`src/rtl/packet_scheduler_pkg.sv`:
```
// packet_scheduler_pkg: shared types and default timing constants for the serial link scheduler
package packet_scheduler_pkg;
  typedef enum logic {PKT_DATA, PKT_ACK} pkt_type_t;
  typedef enum logic [2:0] {IDLE, SEND_ACK, SEND_DATA, WAIT_ACK, LINK_FAIL} sched_state_t;
  localparam int DEFAULT_TIMEOUT_CYCLES = 500000;
  localparam int DEFAULT_MAX_RETRIES = 7;
endpackage

```
`src/rtl/packet_scheduler_if.sv`:
```
// packet_scheduler_if: signals between game logic, receiver, sender and the scheduler
interface packet_scheduler_if;
  import packet_scheduler_pkg::*;
  logic game_active;
  logic data_req;
  logic send_ready_ACK;
  logic rx_seqNum;
  logic ack_received;
  logic ack_seqNum;
  logic sender_done;
  logic send_start;
  pkt_type_t send_type;
  logic send_seqNum;
  logic busy;
  logic link_error;
  logic [3:0] data_sent_cnt;
  logic [3:0] retry_cnt;
  modport master (
    input game_active, data_req, send_ready_ACK, rx_seqNum, ack_received, ack_seqNum, sender_done,
    output send_start, send_type, send_seqNum, busy, link_error, data_sent_cnt, retry_cnt
  );
  modport slave (
    output game_active, data_req, send_ready_ACK, rx_seqNum, ack_received, ack_seqNum, sender_done,
    input send_start, send_type, send_seqNum, busy, link_error, data_sent_cnt, retry_cnt
  );
endinterface

```
`src/rtl/packet_scheduler_ack_timer.sv`:
```
// ack_timer: saturating ACK wait timer plus retransmission counter
module ack_timer
  import packet_scheduler_pkg::*;
#(
  parameter int TIMEOUT_CYCLES = DEFAULT_TIMEOUT_CYCLES,
  parameter int MAX_RETRIES = DEFAULT_MAX_RETRIES
) (
  input  logic       clk,
  input  logic       rst_l,
  input  logic       clear,
  input  logic       enable,
  input  logic       hold,
  input  logic       retry_clear,
  input  logic       retry_inc,
  output logic       expired,
  output logic [3:0] retry_cnt,
  output logic       retries_exhausted
);
  localparam int TW = $clog2(TIMEOUT_CYCLES);
  localparam logic [TW-1:0] LAST = TW'(TIMEOUT_CYCLES - 1);
  logic [TW-1:0] timer;
  // Timer counts only while enabled and not held, and sticks at all-ones instead of wrapping
  always_ff @(posedge clk or negedge rst_l)
    if (!rst_l) timer <= '0;
    else if (clear) timer <= '0;
    else if (enable && !hold && timer != '1) timer <= timer + 1'b1;
  // Retransmissions of the packet currently awaiting its ACK
  always_ff @(posedge clk or negedge rst_l)
    if (!rst_l) retry_cnt <= '0;
    else if (retry_clear) retry_cnt <= '0;
    else if (retry_inc) retry_cnt <= retry_cnt + 4'd1;
  // >= so a timeout that coincides with an ACK launch still fires after the ACK goes out
  assign expired = timer >= LAST;
  assign retries_exhausted = retry_cnt >= 4'(MAX_RETRIES);
endmodule

```
`src/rtl/packet_scheduler.sv`:
```
// packet_scheduler: stop-and-wait sequencing of ACK and DATA packets onto the single serial sender
module packet_scheduler
  import packet_scheduler_pkg::*;
#(
  parameter int TIMEOUT_CYCLES = DEFAULT_TIMEOUT_CYCLES,
  parameter int MAX_RETRIES = DEFAULT_MAX_RETRIES
) (
  input logic clk,
  input logic rst_l,
  packet_scheduler_if.master link
);
  sched_state_t state, state_n;
  pkt_type_t ptype, ptype_n;
  logic ack_pend, ack_pend_n, ack_seq, ack_seq_n, data_pend, data_pend_n;
  logic outstanding, outstanding_n, tx_seq, tx_seq_n;
  logic start, start_n, seq, seq_n, busy, busy_n, link_error, link_error_n;
  logic [3:0] sent_cnt, sent_cnt_n, retry_cnt;
  logic match, flush, launch_ack, launch_data, retry, expired, exhausted;
  ack_timer #(.TIMEOUT_CYCLES(TIMEOUT_CYCLES), .MAX_RETRIES(MAX_RETRIES)) u_timer (
    .clk(clk),
    .rst_l(rst_l),
    .clear(flush | launch_data | retry | (state == SEND_DATA)),
    .enable(outstanding),
    .hold(state != WAIT_ACK),
    .retry_clear(flush | launch_data | match),
    .retry_inc(retry),
    .expired(expired),
    .retry_cnt(retry_cnt),
    .retries_exhausted(exhausted)
  );
  // State, pending flags and registered outputs
  always_ff @(posedge clk or negedge rst_l)
    if (!rst_l) begin
      state       <= IDLE;
      ack_pend    <= 1'b0;
      ack_seq     <= 1'b0;
      data_pend   <= 1'b0;
      outstanding <= 1'b0;
      tx_seq      <= 1'b0;
      start       <= 1'b0;
      ptype       <= PKT_DATA;
      seq         <= 1'b0;
      busy        <= 1'b0;
      link_error  <= 1'b0;
      sent_cnt    <= '0;
    end else begin
      state       <= state_n;
      ack_pend    <= ack_pend_n;
      ack_seq     <= ack_seq_n;
      data_pend   <= data_pend_n;
      outstanding <= outstanding_n;
      tx_seq      <= tx_seq_n;
      start       <= start_n;
      ptype       <= ptype_n;
      seq         <= seq_n;
      busy        <= busy_n;
      link_error  <= link_error_n;
      sent_cnt    <= sent_cnt_n;
    end
  // Launch decisions and next values; a matching ACK is honoured in every state
  always_comb begin
    state_n     = state;
    flush       = 1'b0;
    launch_ack  = 1'b0;
    launch_data = 1'b0;
    retry       = 1'b0;
    match       = link.ack_received && (link.ack_seqNum == tx_seq) && outstanding;
    case (state)
      IDLE:
        if (!link.game_active) flush = 1'b1;
        else if (ack_pend) begin
          launch_ack = 1'b1;
          state_n    = SEND_ACK;
        end else if (data_pend) begin
          launch_data = 1'b1;
          state_n     = SEND_DATA;
        end
      SEND_ACK, SEND_DATA:
        if (link.sender_done) begin
          flush   = !link.game_active;
          state_n = (link.game_active && outstanding && !match) ? WAIT_ACK : IDLE;
        end
      WAIT_ACK:
        if (!link.game_active) begin
          flush   = 1'b1;
          state_n = IDLE;
        end else if (ack_pend) begin
          launch_ack = 1'b1;
          state_n    = SEND_ACK;
        end else if (match) state_n = IDLE;
        else if (expired) begin
          retry   = !exhausted;
          state_n = exhausted ? LINK_FAIL : SEND_DATA;
        end
      LINK_FAIL:
        if (!link.game_active) begin
          flush   = 1'b1;
          state_n = IDLE;
        end
      default: state_n = IDLE;
    endcase
    ack_pend_n    = !flush && ((ack_pend && !launch_ack) || link.send_ready_ACK);
    ack_seq_n     = link.send_ready_ACK ? link.rx_seqNum : ack_seq;
    data_pend_n   = !flush && ((data_pend && !launch_data) || link.data_req);
    outstanding_n = !flush && (launch_data || (outstanding && !match));
    tx_seq_n      = !flush && (tx_seq ^ match);
    start_n       = launch_ack || launch_data || retry;
    ptype_n       = launch_ack ? PKT_ACK : (launch_data || retry) ? PKT_DATA : ptype;
    seq_n         = launch_ack ? ack_seq : (launch_data || retry) ? tx_seq : seq;
    sent_cnt_n    = sent_cnt + {3'b000, launch_data};
    busy_n        = (state_n == SEND_ACK) || (state_n == SEND_DATA) || outstanding_n;
    link_error_n  = state_n == LINK_FAIL;
  end
  assign link.send_start    = start;
  assign link.send_type     = ptype;
  assign link.send_seqNum   = seq;
  assign link.busy          = busy;
  assign link.link_error    = link_error;
  assign link.data_sent_cnt = sent_cnt;
  assign link.retry_cnt     = retry_cnt;
endmodule

```
`src/flat_wrapper.sv`:
```
// flat-port wrapper written by rule: the top's interface ports become plain ports
module packet_scheduler_flat import packet_scheduler_pkg::*;
#(
  parameter int TIMEOUT_CYCLES = DEFAULT_TIMEOUT_CYCLES,
  parameter int MAX_RETRIES = DEFAULT_MAX_RETRIES
)
  (clk, rst_l, link_game_active, link_data_req, link_send_ready_ACK, link_rx_seqNum, link_ack_received, link_ack_seqNum, link_sender_done, link_send_start, link_send_type, link_send_seqNum, link_busy, link_link_error, link_data_sent_cnt, link_retry_cnt);
  packet_scheduler_if link_i ();
  input logic clk;
  input logic rst_l;
  input wire logic [$bits(link_i.game_active)-1:0] link_game_active;
  input wire logic [$bits(link_i.data_req)-1:0] link_data_req;
  input wire logic [$bits(link_i.send_ready_ACK)-1:0] link_send_ready_ACK;
  input wire logic [$bits(link_i.rx_seqNum)-1:0] link_rx_seqNum;
  input wire logic [$bits(link_i.ack_received)-1:0] link_ack_received;
  input wire logic [$bits(link_i.ack_seqNum)-1:0] link_ack_seqNum;
  input wire logic [$bits(link_i.sender_done)-1:0] link_sender_done;
  output wire logic [$bits(link_i.send_start)-1:0] link_send_start;
  output wire logic [$bits(link_i.send_type)-1:0] link_send_type;
  output wire logic [$bits(link_i.send_seqNum)-1:0] link_send_seqNum;
  output wire logic [$bits(link_i.busy)-1:0] link_busy;
  output wire logic [$bits(link_i.link_error)-1:0] link_link_error;
  output wire logic [$bits(link_i.data_sent_cnt)-1:0] link_data_sent_cnt;
  output wire logic [$bits(link_i.retry_cnt)-1:0] link_retry_cnt;
  assign link_i.game_active = link_game_active;
  assign link_i.data_req = link_data_req;
  assign link_i.send_ready_ACK = link_send_ready_ACK;
  assign link_i.rx_seqNum = link_rx_seqNum;
  assign link_i.ack_received = link_ack_received;
  assign link_i.ack_seqNum = link_ack_seqNum;
  assign link_i.sender_done = link_sender_done;
  assign link_send_start = link_i.send_start;
  assign link_send_type = link_i.send_type;
  assign link_send_seqNum = link_i.send_seqNum;
  assign link_busy = link_i.busy;
  assign link_link_error = link_i.link_error;
  assign link_data_sent_cnt = link_i.data_sent_cnt;
  assign link_retry_cnt = link_i.retry_cnt;
  packet_scheduler #(.TIMEOUT_CYCLES(TIMEOUT_CYCLES), .MAX_RETRIES(MAX_RETRIES)) u_core (.clk(clk), .rst_l(rst_l), .link(link_i));
endmodule
```
`config.mk`:
```
export PLATFORM = sky130hd
export DESIGN_NAME = packet_scheduler_flat
export DESIGN_NICKNAME = d
export VERILOG_FILES = /design/src/rtl/packet_scheduler_pkg.sv /design/src/rtl/packet_scheduler_if.sv /design/src/rtl/packet_scheduler_ack_timer.sv /design/src/rtl/packet_scheduler.sv /design/src/flat_wrapper.sv
export SDC_FILE = /design/constraint.sdc
export NUM_CORES = 1
export LEC_CHECK = 0
export CAP_MARGIN = 40
export CORE_ASPECT_RATIO = 0.6
export CORE_MARGIN = 10
export CORE_UTILIZATION = 45
export DETAILED_ROUTE_END_ITERATION = 10
export PLACE_DENSITY = 0.62
export SLEW_MARGIN = 5
export SYNTH_ARGS = -nofsm -noshare
export SYNTH_HDL_FRONTEND = slang
export SYNTH_SLANG_ARGS = --single-unit
export TNS_END_PERCENT = 50
```
`constraint.sdc`:
```
create_clock -name clk -period 2.5 [get_ports clk]
set_clock_uncertainty 0.2 [all_clocks]
set_input_delay 0.375 -clock clk [delete_from_list [all_inputs] [get_ports clk]]
set_output_delay 0.375 -clock clk [all_outputs]
set_load 0.01 [all_outputs]
```
### After elaboration in Yosys (flattened, before gate mapping)

Index checks and enable logic that the tools add are counted.
Widths: inputs -> output; s select.

* add/sub/neg operators: 3
* magnitude comparators: 2
* equality and inequality tests: 10
* muxes and demuxes: 35
* bitwise logic cells: 5
* reduce and logical (&&, ||, !) cells: 35

Operators by type and width (count)
* $mux 19: 2
* $mux 3: 10
* $add 19x1->19 const B: 1
* $ge 19x19->1 const B: 1
* $ne 19x19->1 const B: 1
* $mux 1: 18
* $logic_and 1x1->1: 13
* $pmux 3 s4: 1
* $eq 3x2->1 const B: 3
* $logic_or 1x1->1: 8
* $mux 4: 2
* $logic_not 1->1: 7
* $eq 3x1->1 const B: 2
* $eq 3x3->1 const B: 2
* $reduce_bool 2->1: 3
* $add 4x1->4: 1
* $add 4x1->4 const B: 1
* $ge 4x3->1 const B: 1
* $or 1x1->1: 4
* $reduce_or 2->1: 2
* $logic_not 3->1: 1
* $ne 3x2->1 const B: 1
* $reduce_or 3->1: 1
* $mux 2: 1
* 3 further kinds: 3

* register bits: 40
* output and inout bits: 13
* logic and storage cells: 104

### Depth between registers and ports, before layout

* depth in word-level cells: 11
* depth in mapped cells: 9

### By module

Synthesis repeated with hierarchy kept, for this count alone.

* cell total of the unflattened synthesis: 229
* area total of the unflattened synthesis: 2285.9 um2

Modules (own cells, without submodules)
* ack_timer: instances 1, cells each 145, area an instance 1431.4 um2
* packet_scheduler: instances 1, cells each 84, area an instance 854.6 um2

### Least setup slack after synthesis

OpenSTA, ideal clock, no wires.

* kind: register to register
* from: register u_core.u_timer.timer[5]
* to: register u_core.u_timer.timer[1]
* data arrival time: 2044 ps
* slack: 184 ps
* cell stages (with the launch flop): 9
* path buffers: 1
* clock period less this slack: 2316 ps
* cell sequence: dfrtp_1 or4_4 a211o_1 a221oi_4 nor3_2 nor2_4 nand2_4 buf_6 nor2_1

* word-level cells in the longest chain between the ends: 9
* elaborated cells between the ends (all ways): 12

RTL lines
* from (decl): line packet_scheduler_ack_timer.sv:21 `logic [TW-1:0] timer;`
* from (signal assigned): line packet_scheduler_ack_timer.sv:26 `else if (enable && !hold && timer != '1) timer <= timer + 1'b1;`
* $ge 19x19->1: line packet_scheduler_ack_timer.sv:33 `assign expired = timer >= LAST;`
* $mux 1: line packet_scheduler.sv:91 `else if (expired) begin`
* $mux 1: line packet_scheduler.sv:90 `end else if (match) state_n = IDLE;`
* $mux 1: line packet_scheduler.sv:87 `end else if (ack_pend) begin`
* $mux 1: line packet_scheduler.sv:84 `if (!link.game_active) begin`
* $mux 1: line packet_scheduler.sv:68 `case (state)`
* $or 1x1->1 (2 in series): line packet_scheduler.sv:22 `.clear(flush | launch_data | retry | (state == SEND_DATA)),`
* $mux 19 or $reduce_bool 2->1 (tied branches)

Several ways; a longest one is shown, not always the timed one.
A chain may end at the register's enable or synchronous reset.

### Worst setup path in the final report

* from: register u_core.u_timer.timer[5]
* to: register u_core.u_timer.timer[16]

Same word-level chain as after synthesis.

==> impl_metrics.py <==
metrics = {
    "run_status": {
        "outcome": "complete, but fails checks",
        "violations": "setup timing",
    },
    "pwr": {
        "switching_share_pct": 32.74,
        "power_density_nw_per_um2": 695.3,
        "combinationalPowerShare_pct": 31.5,
        "switching_power_uw": 599.3,
        "p_seq_share_pct": 44.5,
        "vdd_drop_max_mv": 0.4314,
        "clock_power_share_pct": 24.0,
        "power_leakage_uw": 0.001162,
        "intPower_uw": 1231,
    },
    "clock_network": {
        "cts_sinks": 40,
        "clk_latency_ns": 0.29,
        "clk_pin_slew_ns": 0.08,
        "tritoncts": "built",
        "clockBufferDepth": 2,
        "cts_buffers": 5,
        "h-tree-depth": 2,
        "clockRootBuffer": "clkbuf_8",
    },
    "timing": {
        "drv_slew": 0,
        "whs_ns": 0.2709,
        "fin_crit_ns": 2.501,
        "hold_violations": 0,
        "rsz0062_at_grt": "yes",
        "relSlewSlack_pct": 59.28,
        "setup_viol": 1,
        "fin_crit_sh_pct": 100.0,
        "worst_slew_pin_slew_ns": 0.6086,
        "clock.fmax_ghz": 0.3999,
        "setup_slack_ns": -0.0007681,
    },
    "logic_synthesis": {
        "yosysWarnings": 0,
        "ys.flop_type": "dfrtp_1",
        "async_flop_share_pct": 100.0,
        "netlist_instances": 208,
        "netlist_area_um2": 2029,
        "synth.net_count": 221,
        "synth-edff-count": 0,
        "ys_types": 44,
        "avgSynthCellArea_um2": 9.757,
        "ys_seq_elements": 40,
        "seq_area_frac_synth_pct": 49.32,
    },
    "final_layout": {
        "multi_input_area_um2": 1047,
        "fillers": 384,
        "design_area_um2": 2633,
        "area_growth_pct": 29.72,
        "area.sequential_um2": 1001,
        "final_nets": 271,
        "drive_gt1_share_pct": 16.60,
        "num_antenna_cells": 0,
    },
    "die": {
        "die_h_um": 72.02,
        "die_w_um": 106.7,
        "core_um2": 4234,
        "io_pins": 22,
        "rows": 18,
        "fp.dieArea_um2": 7684,
        "start_util_pct": 47.93,
    },
    "routing": {
        "drtIter0Drc": 97,
        "vias": 1725,
        "wirelength_mm": 5.195,
        "avgRoutedWirePerCell_um": 16.29,
        "ant_nets": 0,
        "drcViolationCount": 0,
        "first_pass_iters": 4,
        "vias_per_cell": 5.408,
    },
    "place": {
        "numPortBuffers": 21,
        "pre_cts_ws_ns": -0.1327,
        "dp_hpwl_mm": 3.945,
        "place.gp.congestion": 0.8347,
        "place_area_um2": 2465,
    },
    "worst_setup_path": {
        "crit_fanout": 10,
        "path_cells": "or4_4 > a211o_1 > a221oi_4 > nor3_4 > nor2_4 > buf_4 > nand2_8 > nor2_1",
        "path_class": "reg -> reg",
        "crit_required_ns": 2.51,
        "end_kind": "flop",
        "max_stage_delay_ns": 0.54,
        "crit_slowest_cell": "or4_4",
        "start_kind": "flop",
        "worstPathArrival_ns": 2.51,
    },
    "global_route": {
        "antenna_found_initial": 0,
        "grt_util_all_layers_pct": 13.92,
        "grt_start_max_net_pins": 22,
        "grt_pass1_wl_mm": 8.625,
        "grt.overflow.total": 0,
        "grt_pass1_vias": 1721,
    },
    "run": {
        "drv_cap": 0,
    },
    "worst_hold_path": {
        "hp-class": "reg -> reg",
    },
}
layer usage:
| metal | track usage [%] | vias up | wire length (um) |
|---|---|---|---|
| li1 | - | 813 | - |
| met1 | 19.45 | 860 | 2609 |
| met2 | 20.16 | 48 | 2204 |
| met3 | 4.233 | 4 | 346 |
| met4 | 4.036 | 0 | 34 |
| met5 | 0 | - | 0 |
power by group through the flow:
stage                     Sequential (uW)  Combinational (uW)  Clock, uW
final                                 815                 576        439
after floorplan                       835                 246          0
after CTS                             813                 521        448
after global placement                819                 493          0
after detailed placement              822                 516          0
after global routing                  826                 635        482
synthesized netlist by cell type (2+ instances only):
library cell  instances  share of area [%]
nor2_1               46                8.5
dfrtp_1              40                 49
nand2_1              17                3.1
xnor2_1              14                6.0
nand3_1              10                2.5
xor2_1                8                3.5
a21oi_1               7                1.7
nor3_1                7                1.7
and2_1                5                1.5
ha_1                  4                2.5
inv_1                 4               0.74
and3_1                3               0.92
mux2i_1               3                1.5
nand2b_1              3               0.92
nand4b_1              3                1.3
nor2b_1               3               0.92
nand4_1               2               0.62
o21ai_0               2               0.49
o31ai_1               2               0.74
layout by cell type (no fill, tap or decap), drive strengths merged, types with 3 or more instances in the layout:
cell type and n:
nor2 47, dfrtp 40, buf 23, clkdlybuf4s50 20, nand2 19, xnor2 14
nand3 10, xor2 8, nor3 8, clkbuf 8, a21oi 7, and2 5
inv 4, ha 4, nand2b 3, nor2b 3, and3 3, nand4b 3
mux2i 3
critical path, delay by kind of cell, from the launching register on:
| kind | cells | cell delay, ns |
|---|---|---|
| AO/OA/AOI/OAI | 2 | 0.66 |
| buffers and inverters | 1 | 0.16 |
| flip-flops | 1 | 0.39 |
| AND/OR/NAND/NOR | 5 | 1.01 |
worst paths after layout:
kind	start	end	slack, ns	depth (start not counted)
worst min register to register	u_core.link.data_sent_cnt[3]$_DFF_PN0_	u_core.link.data_sent_cnt[3]$_DFF_PN0_	0.27	1
max in group asynchronous	rst_l	u_core.u_timer.timer[6]$_DFFE_PN0P_	1.25	3
worst min-delay path	u_core.link.data_sent_cnt[3]$_DFF_PN0_	u_core.link.data_sent_cnt[3]$_DFF_PN0_	0.27	1
worst max-delay path	u_core.u_timer.timer[5]$_DFFE_PN0P_	u_core.u_timer.timer[16]$_DFFE_PN0P_	-0.0008	8
worst max register to register	u_core.u_timer.timer[5]$_DFFE_PN0P_	u_core.u_timer.timer[16]$_DFFE_PN0P_	-0.0008	8
min in group asynchronous	rst_l	u_core.u_timer.retry_cnt[3]$_DFFE_PN0P_	0.37	2
through the flow:
| stage | utilization [%] | total power, uW | cells | TNS [ns] |
|---|---|---|---|---|
| 2_1_floorplan | - | 1081 | 208 | 0 |
| 3_5_place_dp | 58.22 | 1339 | 307 | -2.877 |
| 4_1_cts | 60.58 | 1782 | 316 | 0 |
| 5_1_grt | 62.17 | 1943 | 319 | -1.003 |
| 6_report | 62.17 | 1831 | 319 | -0.0007681 |
| 3_3_place_gp | 57.57 | 1312 | 306 | -0.5296 |
cells by family (layout without fill, tap and decap cells):
family                   after synthesis  count (layout)  share of synthesized area, %
multiplexers                           4               4                         2.035
buffers and inverters                  6              56                         1.479
AND/OR/NAND/NOR                      110             111                         26.76
AO/OA/AOI/OAI                         22              22                         8.447
flip-flops                            40              40                         49.32
XOR/XNOR                              22              22                         9.495
adder cells (fa/ha/maj)                4               4                         2.466
state kept, by name, indices dropped and copies added, names as in the netlist:
register	cells
u_core.ack_pend	1
u_core.ack_seq	1
u_core.data_pend	1
u_core.link.busy	1
u_core.link.data_sent_cnt	4
u_core.link.link_error	1
u_core.link.send_seqNum	1
u_core.link.send_start	1
u_core.link.send_type	1
u_core.outstanding	1
u_core.state	3
u_core.tx_seq	1
u_core.u_timer.retry_cnt	4
u_core.u_timer.timer	19
final cells by class:
class / instances / area share (%)
Inverter: 4 / 0.5703
Clock buffer: 8 / 3.422
Timing Repair Buffer: 44 / 15.35
Tap cell: 60 / 2.852
Multi-Input combinational cell: 163 / 39.78
Sequential cell: 40 / 38.02
what timing repair did:
| action | in CTS | in global routing |
|---|---|---|
| gates resized for setup | 0 | 10 |
| setup endpoints to repair | 0 | 22 |
| endpoints found under the hold margin | 19 | 0 |
| hold buffers | 1 | 0 |
| buffers inserted | 0 | 3 |
(Power assumes the default switching activity.)
